`src/rtl/sdsu_bus_pkg.sv`:
```
// Shared constants and types for the SDSU multiplier bus master.
package sdsu_bus_pkg;

   localparam int DATA_W_DEF  = 32;
   localparam int ADDR_W_DEF  = 5;
   localparam int OP_W_DEF    = 16;
   localparam int TIMEOUT_DEF = 255;

   // Slave register map: 0..2 are control/operand registers, never a product target.
   localparam logic [4:0]  CTRL_ADDR = 5'd0;
   localparam logic [4:0]  OPA_ADDR  = 5'd1;
   localparam logic [4:0]  OPB_ADDR  = 5'd2;
   localparam logic [31:0] GO_CMD    = 32'd1;

   typedef enum logic [2:0] {
      ST_IDLE  = 3'd0,
      ST_WR_A  = 3'd1,
      ST_WR_B  = 3'd2,
      ST_WR_GO = 3'd3,
      ST_ARM   = 3'd4,
      ST_WAIT  = 3'd5,
      ST_RESP  = 3'd6
   } master_state_t;

endpackage

```
`src/rtl/sdsu_bus_watchdog.sv`:
```
// WAIT-phase watchdog: counts enabled cycles and flags the TIMEOUT-th one.
module sdsu_bus_watchdog
   import sdsu_bus_pkg::*;
#(
   parameter int TIMEOUT = TIMEOUT_DEF
) (
   input  logic clk,
   input  logic rst,
   input  logic clear_i,
   input  logic enable_i,
   output logic expire_o
);

   localparam int CNT_W = $clog2(TIMEOUT + 1);

   logic [CNT_W-1:0] cnt_q;

   // expire_o marks the last permitted cycle, so the caller can still let ready win.
   assign expire_o = enable_i && (cnt_q == CNT_W'(TIMEOUT - 1));

   always_ff @(posedge clk) begin
      if (rst) begin
         cnt_q <= '0;
      end else if (clear_i) begin
         cnt_q <= '0;
      end else if (enable_i && !expire_o) begin
         cnt_q <= cnt_q + CNT_W'(1);
      end else begin
         cnt_q <= cnt_q;
      end
   end

endmodule

```
`src/rtl/sdsu_bus_master.sv`:
```
// Bus master that sequences a multiply job on the SDSU slave and returns the product.
module sdsu_bus_master
   import sdsu_bus_pkg::*;
#(
   parameter int DATA_W  = DATA_W_DEF,
   parameter int ADDR_W  = ADDR_W_DEF,
   parameter int OP_W    = OP_W_DEF,
   parameter int TIMEOUT = TIMEOUT_DEF
) (
   input  logic              clk,
   input  logic              rst,
   input  logic              req_valid,
   output logic              req_ready,
   input  logic [OP_W-1:0]   req_a,
   input  logic [OP_W-1:0]   req_b,
   input  logic [ADDR_W-1:0] req_dst,
   output logic              res_valid,
   input  logic              res_ready,
   output logic [DATA_W-1:0] res_data,
   output logic              res_err,
   output logic              valid,
   output logic [ADDR_W-1:0] WAddr,
   output logic [DATA_W-1:0] WData,
   output logic [ADDR_W-1:0] RAddr,
   input  logic [DATA_W-1:0] RData,
   input  logic              ready
);

   master_state_t   state_q;
   logic [OP_W-1:0] b_q;
   logic            wd_expire_s;
   logic            in_wait_s;
   logic            dst_illegal_s;

   assign in_wait_s     = (state_q == ST_WAIT);
   assign dst_illegal_s = (req_dst <= ADDR_W'(OPB_ADDR));

   sdsu_bus_watchdog #(.TIMEOUT(TIMEOUT)) u_watchdog (
      .clk      (clk),
      .rst      (rst),
      .clear_i  (!in_wait_s),
      .enable_i (in_wait_s),
      .expire_o (wd_expire_s)
   );

   // Bus outputs are loaded on the transition into each state so they are valid for that whole state.
   always_ff @(posedge clk) begin
      if (rst) begin
         state_q   <= ST_IDLE;
         b_q       <= '0;
         req_ready <= 1'b1;
         res_valid <= 1'b0;
         res_data  <= '0;
         res_err   <= 1'b0;
         valid     <= 1'b0;
         WAddr     <= '0;
         WData     <= '0;
         RAddr     <= '0;
      end else begin
         case (state_q)
            ST_IDLE: begin
               if (req_valid && req_ready) begin
                  req_ready <= 1'b0;
                  b_q       <= req_b;
                  if (dst_illegal_s) begin
                     state_q   <= ST_RESP;
                     res_valid <= 1'b1;
                     res_err   <= 1'b1;
                     res_data  <= '0;
                  end else begin
                     state_q <= ST_WR_A;
                     valid   <= 1'b1;
                     WAddr   <= ADDR_W'(OPA_ADDR);
                     WData   <= {{(DATA_W-OP_W){1'b0}}, req_a};
                     RAddr   <= req_dst;
                  end
               end
            end
            ST_WR_A: begin
               state_q <= ST_WR_B;
               WAddr   <= ADDR_W'(OPB_ADDR);
               WData   <= {{(DATA_W-OP_W){1'b0}}, b_q};
            end
            ST_WR_B: begin
               state_q <= ST_WR_GO;
               WAddr   <= ADDR_W'(CTRL_ADDR);
               WData   <= DATA_W'(GO_CMD);
            end
            ST_WR_GO: begin
               // Start bit stays on WData with the strobe low for one cycle.
               state_q <= ST_ARM;
               valid   <= 1'b0;
               WAddr   <= ADDR_W'(CTRL_ADDR);
               WData   <= DATA_W'(GO_CMD);
            end
            ST_ARM: begin
               state_q <= ST_WAIT;
               WData   <= '0;
            end
            ST_WAIT: begin
               if (ready) begin
                  state_q   <= ST_RESP;
                  res_valid <= 1'b1;
                  res_data  <= RData;
                  res_err   <= 1'b0;
               end else if (wd_expire_s) begin
                  state_q   <= ST_RESP;
                  res_valid <= 1'b1;
                  res_data  <= '0;
                  res_err   <= 1'b1;
               end
            end
            ST_RESP: begin
               if (res_ready) begin
                  state_q   <= ST_IDLE;
                  res_valid <= 1'b0;
                  res_data  <= '0;
                  res_err   <= 1'b0;
                  RAddr     <= '0;
                  req_ready <= 1'b1;
               end
            end
            default: begin
               state_q   <= ST_IDLE;
               req_ready <= 1'b1;
               res_valid <= 1'b0;
               res_data  <= '0;
               res_err   <= 1'b0;
               valid     <= 1'b0;
               WAddr     <= '0;
               WData     <= '0;
               RAddr     <= '0;
            end
         endcase
      end
   end

endmodule

```
`config.mk`:
```
export PLATFORM = sky130hd
export DESIGN_NAME = sdsu_bus_master
export DESIGN_NICKNAME = d
export VERILOG_FILES = /design/src/rtl/sdsu_bus_pkg.sv /design/src/rtl/sdsu_bus_watchdog.sv /design/src/rtl/sdsu_bus_master.sv
export SDC_FILE = /design/constraint.sdc
export NUM_CORES = 1
export LEC_CHECK = 0
export BUFFER_PORTS_ARGS = -buffer_cell sky130_fd_sc_hd__buf_2
export CAP_MARGIN = 20
export CELL_PAD_IN_SITES_DETAIL_PLACEMENT = 1
export CELL_PAD_IN_SITES_GLOBAL_PLACEMENT = 1
export CORE_ASPECT_RATIO = 1.1
export CORE_MARGIN = 2
export CORE_UTILIZATION = 31
export DETAILED_ROUTE_END_ITERATION = 16
export PLACE_DENSITY = 0.8
export SYNTH_ARGS = -nofsm -noshare
export SYNTH_HDL_FRONTEND = slang
export SYNTH_SLANG_ARGS = --single-unit
```
`constraint.sdc`:
```
create_clock -name clk -period 2.9 [get_ports clk]
set_input_delay 0 -clock clk [delete_from_list [all_inputs] [get_ports clk]]
set_output_delay 0 -clock clk [all_outputs]
set_load 0.02 [all_outputs]
```
### After elaboration in Yosys (flattened, before gate mapping)

Index checks and enable logic that the tools add are counted.

* flip-flop bits (word level): 105
* input bits: 74
* output and inout bits: 78
* word-level logic and storage cells: 87

* add/subtract/negate cells: 1
* $lt $le $gt $ge: 1
* eq/ne operators: 12
* mux-type cells: 36
* bitwise gates (word level): 6
* reductions and logical operators: 20

Operator list (count)
* one-hot mux 32 bit (4 select lines): 2
* two-way mux 32 bit: 7
* one-hot mux 5 bit (3 select lines): 2
* two-way mux 5 bit: 5
* one-hot mux 3 bit (7 select lines): 1
* two-way mux 3 bit: 5
* AND reduction 3 bit: 5
* two-way mux 1 bit: 10
* OR reduction 5 bit: 2
* == test 3 bit, second input constant: 3
* adder 8 x 1 -> 8 bit, second input constant: 1
* == test 8 bit, second input constant: 1
* inequality test 2 bit, second input constant: 4
* one-hot mux 1 bit (4 select lines): 2
* == test 3 x 2 -> 1 bit, second input constant: 2
* inverter 1 bit: 6
* OR reduction 2 bit: 3
* less-or-equal comparator 5 x 2 -> 1 bit, second input constant: 1
* AND reduction 5 bit: 1
* AND reduction 4 bit: 1
* OR reduction 4 bit: 1
* == test 3 x 1 -> 1 bit, second input constant: 1
* logical AND 1 bit: 3
* logical NOT 3 bit: 1
* other kinds (6): 6

### Logic depth before layout (Yosys ltp)

Gate-level depths: netlist (run 1).

* word-level depth: 5
* mapped depth: 7
* gate-level depth less buffers: 6

### By module

Synthesis (run 1) repeated with hierarchy kept, for this count alone.

* cell total of the unflattened synthesis: 407
* area total of the unflattened synthesis: 3771.1 sq um

By module, submodules not included
* sdsu_bus_master: instances 1, cells an instance 356, area an instance 3315.7 sq um, sequential area each 1561.5 sq um
* sdsu_bus_watchdog: instances 1, cells an instance 51, area an instance 455.4 sq um, sequential area each 160.2 sq um

### Worst setup path after synthesis (run 1)

Ideal clock, no wire load.

* kind: reg2reg
* start point: register req_ready
* end point: register RAddr[2]
* setup time: 128 ps
* arrival: 1550 ps
* required time: 2772 ps
* setup slack: 1222 ps
* cell stages (with the launch flop): 6
* path buffers: 1
* period minus slack after synthesis: 1678 ps
* path through: dfxtp_1 > nand2_1 > or4_1 > buf_6 > a32oi_1 > nor2_1

* word-level cells in the longest chain between the ends: 3

Ends and longest elaborated chain
* from (decl): line sdsu_bus_master.sv:13 `output logic req_ready,`
* from (signal assigned): line sdsu_bus_master.sv:51 `req_ready <= 1'b1;`
* from (signal assigned): line sdsu_bus_master.sv:63 `req_ready <= 1'b0;`
* from (signal assigned): line sdsu_bus_master.sv:120 `req_ready <= 1'b1;`
* logical AND 1 bit: line sdsu_bus_master.sv:62 `if (req_valid && req_ready) begin`
* inequality test 2 bit (no line)
* AND reduction 4 bit (no line)
* to (signal assigned): line sdsu_bus_master.sv:75 `RAddr <= req_dst;`
* to (decl): line sdsu_bus_master.sv:24 `output logic [ADDR_W-1:0] RAddr,`

No other way between the ends.
A chain may end at the register's enable or synchronous reset.

### Final worst setup path (run 1)

* start point: register state_q[0]
* end point: register res_data[11]

* word-level cells in the longest chain between the ends: 4
* elaborated cells between the ends (all ways): 16
* those cells by class: 10 x eq/ne; 1 x mux; 1 x bitwise; 4 x reduce/logical

Ends and longest elaborated chain
* from (decl): line sdsu_bus_master.sv:29 `master_state_t state_q;`
* from (signal assigned): line sdsu_bus_master.sv:49 `state_q <= ST_IDLE;`
* from (signal assigned): line sdsu_bus_master.sv:66 `state_q <= ST_RESP;`
* from (signal assigned): line sdsu_bus_master.sv:71 `state_q <= ST_WR_A;`
* == test 3 bit, or another cell as far along: line sdsu_bus_master.sv:35, sdsu_bus_master.sv:60
* logical AND 1 bit / OR reduction 4 bit (equally long branches)
* inequality test 3 bit (no line) / inverter 1 bit (equally long branches)
* AND reduction 5 bit (no line)
* to (signal assigned): line sdsu_bus_master.sv:104 `res_data <= RData;`
* to (decl): line sdsu_bus_master.sv:19 `output logic [DATA_W-1:0] res_data,`

Parallel ways exist; a longest one is shown, timed or not.

==> results.py, run 1 <==
metrics = {
    "sta": {
        "skew_ns": 0.00435,
        "hold_viol_final": 0,
        "relSlewSlack_pct": 36.9,
        "worstMarginPinSlew_ns": 0.941,
        "finalSetupViolations": 0,
        "finalMaxSlewViolations": 0,
        "period_share_pct": 81.4,
        "period_minus_slack_ns": 2.36,
        "rsz0062_at_grt": "no",
        "max_freq_ghz": 0.424,
        "final.setup.tns_ns": 0,
    },
    "yosys": {
        "synthMuxAreaShare_pct": 9.28,
        "syn_inst": 388,
        "synthXorXnorAreaFrac_pct": 1.39,
        "synth_area_leaders": "dfxtp_1 (46%), a22o_1 (7.4%), nand2_1 (5.9%), mux2_2 (4.8%), mux2i_1 (4.5%)",
        "avgSynthCellArea_um2": 9.73,
        "synth-seq-area-share_pct": 45.6,
        "synthArstFlopShare_pct": 0,
        "synthAdderAreaFrac_pct": 0.663,
        "ys_types": 52,
        "yosysWarnings": 0,
        "synth-simple-area-share_pct": 15.9,
        "synthFlopType": "dfxtp_1",
        "synthesis.area_um2": 3780,
        "synth_edf_count": 0,
        "synth_top_family_by_area": "compound AO/OA/AOI/OAI gates",
        "ys_seq_elements": 86,
        "synth_top_cell_area_share_pct": 45.6,
        "synth_top_cell_by_area": "dfxtp_1",
        "synth_compound_area_share_pct": 18.5,
    },
    "critical_path": {
        "crit_chain": "buf_4 > or3_1 > o21ai_2 > a31oi_4 > a22o_1",
        "timing.critical_path.buf_inv": 1,
        "cp_top_family": "compound AO/OA/AOI/OAI gates",
        "reg2reg_depth": 5,
        "cp.arrival_ns": 2.63,
        "endpoint_kind": "flip-flop",
        "critPathRequiredTime_ns": 3.17,
        "r2r_slack_ns": 0.54,
        "worst-path-stages": 5,
        "critical-path-max-stage-delay_ns": 0.72,
        "cp-start-kind": "flip-flop",
        "slowest_stage": "a31oi_4",
        "path_class": "reg -> reg",
        "r2r_start": "state_q[0]",
        "crit_fanout": 32,
        "r2r-end": "res_data[11]",
    },
    "placement": {
        "gp_congestion": 0.722,
        "dpl.hpwl_um": 7850,
        "dpl-instance-area_um2": 4400,
        "io_buffers": 132,
    },
    "detailed_routing": {
        "antenna_left": 0,
        "routedWlPerCell_um": 16.1,
        "num_vias": 3443,
        "wirelength_um": 11500,
        "drc": 0,
        "firstDrtPassIters": 4,
        "drtIter0Drc": 177,
        "vias_per_cell": 4.81,
    },
    "global_route": {
        "grt_max_degree": 51,
        "grt_pass1_wl_um": 17800,
        "antenna_found_initial": 0,
        "grt_usage_pct": 17.7,
        "overflow": 0,
        "grt_pass1_vias": 3532,
    },
    "finish": {
        "syn2layout_area_growth_pct": 38.7,
        "fin_area_um2": 5240,
        "nets": 636,
        "drive_gt1_share_pct": 30.2,
        "n_antenna_cell": 0,
    },
    "power_and_ir_drop": {
        "peakVddDrop_mv": 0.293,
        "netSwitchingPower_mw": 0.917,
        "p_clk_share_pct": 36.1,
        "p_comb_share_pct": 22.1,
        "seqPwrFrac_pct": 41.8,
        "internal_power_mw": 2.33,
        "swShare_pct": 28.3,
        "powerDensity_nw_per_um2": 619,
        "leakagePower_nw": 2.35,
    },
    "clock_tree": {
        "clk_path_buf_depth": 2,
        "htreeDepth": 3,
        "cts_root_buf": "clkbuf_16",
        "clk_pin_slew_ns": 0.06,
        "clk_latency_ns": 0.34,
        "cts_tree": "yes",
        "cts_setup_buffers": 0,
        "clock_sinks": 86,
        "numCtsBuffers": 9,
    },
    "floorplanning": {
        "initial_utilization_pct": 31.5,
        "dieArea_um2": 13100,
        "io_pins": 152,
        "dieWidth_um": 109,
        "core_area_um2": 12000,
        "die_y_um": 120,
        "row_count": 42,
    },
    "run_status": {
        "status": "completed",
    },
    "hold_path": {
        "min_path_type": "in -> reg",
        "min_path_cells": 4,
        "worstHoldStart": "ready",
        "hold-path-endpoint": "state_q[0]",
    },
    "flow_run": {
        "timing.max_cap.violations": 0,
    },
}
## worst max-delay path by stage
stage                     startpoint            to  slack [ns]
final                     state_q[0]  res_data[11]        0.54
after global routing      state_q[0]  res_data[11]        0.37
after CTS                 state_q[0]   res_data[5]        0.52
after detailed placement  state_q[0]   res_data[5]        0.54
after global placement    state_q[0]  res_data[15]        0.69
after floorplan            req_ready      RAddr[2]        1.22
## flip-flops by register name, indices dropped and copies added (netlist names)
name,flops
u_watchdog.cnt_q,8
WAddr,2
res_err,1
state_q,3
req_ready,1
res_valid,1
RAddr,5
WData,16
b_q,16
res_data,32
valid,1
## cells in the mapped netlist (5+ instances only)
| cell | n |
|---|---|
| a21oi_1 | 23 |
| buf_2 | 10 |
| inv_1 | 5 |
| buf_4 | 21 |
| nor3_1 | 5 |
| mux2i_1 | 17 |
| dfxtp_1 | 86 |
| clkbuf_1 | 6 |
| a22o_1 | 32 |
| nor2_1 | 17 |
| mux2_2 | 16 |
| nand2_1 | 59 |
| nand2b_1 | 15 |
| buf_6 | 5 |
| o21ai_0 | 6 |
## worst reg2reg max path: cells and delay by family (launching register included)
kind	cells	cell delay [ns]
flip-flops	1	0.58
AO/OA/AOI/OAI	3	1.11
AND/OR/NAND/NOR	1	0.24
buffers and inverters	1	0.37
## layout by cell type (no fill, tap or decap), types with 3 or more instances in the layout
cell,instances
buf_2,132
dfxtp_1,86
nand2_1,59
dlygate4sd3_1,54
a22o_1,32
a21oi_1,23
conb_1,19
nor2_1,17
mux2i_1,17
mux2_2,16
nand2b_1,15
clkbuf_16,9
o21ai_0,6
inv_1,5
and3_1,4
a211oi_1,4
nor3_1,4
nand3_1,4
xor2_1,4
a211o_1,3
nor2b_1,3
o211ai_1,3
a32oi_1,3
## through the flow
stage               setup slack (ns)  util [%]  hold WS, ns  power (mW)  cells
floorplan                       1.22         -        0.133        1.88    406
global placement               0.695      36.8        0.218        2.02    649
detailed placement             0.543      36.8        0.221        2.04    649
CTS                            0.523      43.7       0.0487        3.29    716
global route                   0.369      43.7       0.0766        3.41    716
finish                         0.539      43.7       0.0627        3.24    716
## routing by layer
metal | wire (um) | GRT usage [%] | vias to the layer above
met3 | 872 | 4.83 | 16
met5 | 0 | 0 | -
met2 | 5660 | 31.1 | 130
met4 | 284 | 7.91 | 0
li1 | - | - | 1668
met1 | 4710 | 19.6 | 1629
## area by class of cell
cell class | instances | area [um^2]
clock buffer | 11 | 233
clock inverter | 2 | 60.1
fill | 1388 | 6740
inverter | 5 | 18.8
multi-input combinational | 271 | 1800
sequential | 86 | 1720
tap | 154 | 193
timing repair buffer | 187 | 1210
## timing repair
action,4_1_cts,5_1_grt
hold buffers,54,0
setup endpoints to repair,0,0
hold endpoints to repair,54,0
resized for setup,0,0
## cell families (layout without fill, tap and decap cells)
logic type,count (synthesis),count (layout)
adders and majority gates,2,2
DFF,86,86
xor gates and xnor gates,6,6
AOI/OAI and AO/OA,89,89
other,1,19
muxes,33,33
and+or+nand+nor,122,122
buffers and inverters,49,205
## power by group through the flow
stage	clock network (mW)	registers [mW]	logic (mW)
after floorplan	0	1.43	0.454
after global placement	0	1.38	0.647
after detailed placement	0	1.38	0.662
after CTS	1.21	1.36	0.722
after global routing	1.25	1.37	0.784
final	1.17	1.36	0.716
Note: power is estimated with default switching activity, not from simulation.
==> inputs of run 2 (changes only) <==
clock period = 2.2 ns   (was 2.9 ns; I/O delays follow)
==> run 2 against run 1 <==
  * Worst setup slack got worse by 0.30 ns
  * Critical endpoint is now res_data[12]
  * Hold slack lost 0.056 ns
  * Clock-buffer cell count fell by 1
  * Sequential share of layout area decreased by 0.23 points
  * Global-route usage down 0.94 points
  * Largest cell class unchanged
  * First-iteration DRC count rose by 12%
  * Clock power up 26%
  * Register-to-register slack worse by 0.30 ns
  * Fmax grew 21%
==> results.py, run 2 (synthesis gave the netlist of run 1 again) <==
metrics = {
    "detailed_routing": {
        "firstDrtPassIters": 4,
        "drc": 0,
        "routedWlPerCell_um": 15.5,
        "wirelength_um": 11200,
        "antenna_left": 0,
        "vias_per_cell": 4.76,
        "drtIter0Drc": 198,
        "num_vias": 3436,
    },
    "floorplanning": {
        "dieArea_um2": 13100,
        "initial_utilization_pct": 31.5,
        "io_pins": 152,
        "row_count": 42,
        "dieWidth_um": 109,
        "core_area_um2": 12000,
        "die_y_um": 120,
    },
    "placement": {
        "dpl.cell_count": 656,
        "io_buffers": 132,
        "dpl.hpwl_um": 7380,
        "gp_congestion": 0.758,
        "post-place-ws_ns": 0.200,
    },
    "critical_path": {
        "reg2reg_depth": 4,
        "r2r-end": "res_data[12]",
        "r2r_slack_ns": 0.24,
        "cp.arrival_ns": 2.23,
        "crit_fanout": 32,
        "crit_end": "res_data[12]",
        "critPathRequiredTime_ns": 2.47,
        "r2r_start": "state_q[1]",
        "critPathLaunch": "state_q[1]",
        "endpoint_kind": "flip-flop",
        "path_class": "reg -> reg",
        "cp-start-kind": "flip-flop",
    },
    "sta": {
        "final.setup.tns_ns": 0,
        "finalMaxSlewViolations": 0,
        "finalSetupViolations": 0,
        "worstMarginPinSlew_ns": 0.988,
        "period_share_pct": 88.9,
        "max_freq_ghz": 0.511,
        "period_minus_slack_ns": 1.96,
        "skew_ns": 0.00454,
        "relSlewSlack_pct": 33.8,
        "hold_viol_final": 0,
        "finalWorstSetupSlack_ns": 0.244,
        "rsz0062_at_grt": "no",
        "holdWs_ns": 0.00699,
    },
    "global_route": {
        "grt_pass1_wl_um": 17100,
        "antenna_found_initial": 0,
        "overflow": 0,
        "grt_max_degree": 33,
        "grt_pass1_vias": 3508,
        "grt_usage_pct": 16.8,
    },
    "finish": {
        "final_cell_mix": "buf_2 (132), dfxtp_1 (85), nand2_1 (59)",
        "n_antenna_cell": 0,
        "reg_top3": "res_data (32), WData (16), b_q (16)",
        "nets": 641,
        "finalNonFillerCells": 722,
        "largest_reg_flops": 32,
        "drive_gt1_share_pct": 31.9,
        "syn2layout_area_growth_pct": 39.8,
        "top_register": "res_data",
        "layout_commonest_cell": "buf_2",
        "nFillCells": 1382,
    },
    "power_and_ir_drop": {
        "p_clk_share_pct": 34.9,
        "powerDensity_nw_per_um2": 802,
        "swShare_pct": 29.0,
        "seqPwrFrac_pct": 42.1,
        "p_comb_share_pct": 22.9,
        "power_mw": 4.23,
        "leakagePower_nw": 2.38,
        "internal_power_mw": 3.00,
        "peakVddDrop_mv": 0.304,
        "netSwitchingPower_mw": 1.23,
    },
    "run_status": {
        "status": "completed",
    },
    "clock_tree": {
        "htreeDepth": 3,
        "clk_pin_slew_ns": 0.06,
        "numCtsBuffers": 9,
        "cts_tree": "yes",
        "cts_root_buf": "clkbuf_16",
        "clock_sinks": 86,
        "clk_latency_ns": 0.33,
        "cts_setup_buffers": 0,
        "clk_path_buf_depth": 2,
    },
    "flow_run": {
        "timing.max_cap.violations": 0,
    },
    "hold_path": {
        "min_path_type": "in -> reg",
    },
}
-- run 2: power by group through the flow --
stage	Clock (mW)	Sequential [mW]	Combinational [mW]
floorplan	0	1.88	0.598
global placement	0	1.81	0.878
detailed placement	0	1.82	0.903
CTS	1.53	1.79	0.979
global route	1.60	1.81	1.06
finish	1.48	1.78	0.971
-- run 2: how the worst min path moves through the flow --
| stage | start | endpoint | slack, ns | cells past startpoint |
|---|---|---|---|---|
| 2_1_floorplan | req_dst[2] | RAddr[2] | 0.13 | 2 |
| 5_1_grt | req_dst[1] | RAddr[1] | 0.05 | 3 |
| 3_5_place_dp | RData[22] | res_data[22] | 0.22 | 2 |
| 4_1_cts | req_dst[1] | RAddr[1] | 0.002 | 3 |
| 3_3_place_gp | RData[2] | res_data[2] | 0.22 | 2 |
| 6_report | req_dst[1] | RAddr[1] | 0.007 | 3 |
-- run 2: what timing repair did --
action | 4_1_cts | 5_1_grt
endpoints found under the setup margin | 0 | 1
endpoints found under the hold margin | 52 | 0
hold buffers | 52 | 0
resized for setup | 0 | 1
-- run 2: routing by layer --
layer	routed length (um)	vias up	global-route usage [%]
met5	0	-	0
met4	187	0	6.17
met2	5370	125	29.7
met1	4870	1612	19.1
met3	785	17	4.29
li1	-	1682	-
-- run 2: metrics by stage --
stage | util [%] | area (um^2)
6_report | 44.1 | 5280
3_3_place_gp | 37.3 | 4470
5_1_grt | 44.1 | 5280
4_1_cts | 44.0 | 5280
3_5_place_dp | 37.3 | 4470
2_1_floorplan | - | 3840
-- run 2: final cells by class --
class                      count  area [um^2]  share of cell area, %
multi-input combinational    271         1800                   34.2
sequential                    86         1720                   32.6
timing repair buffer         192         1250                   23.7
clock buffer                  10          239                   4.53
tap                          154          193                   3.65
clock inverter                 4         48.8                  0.924
inverter                       5         18.8                  0.356
-- run 2: critical path, cell delays in order, from the launching register on --
cell,delay (ns)
dfxtp_1,0.49
nand3b_4,0.27
or2_1,0.27
nor2_4,0.58
a22o_1,0.27
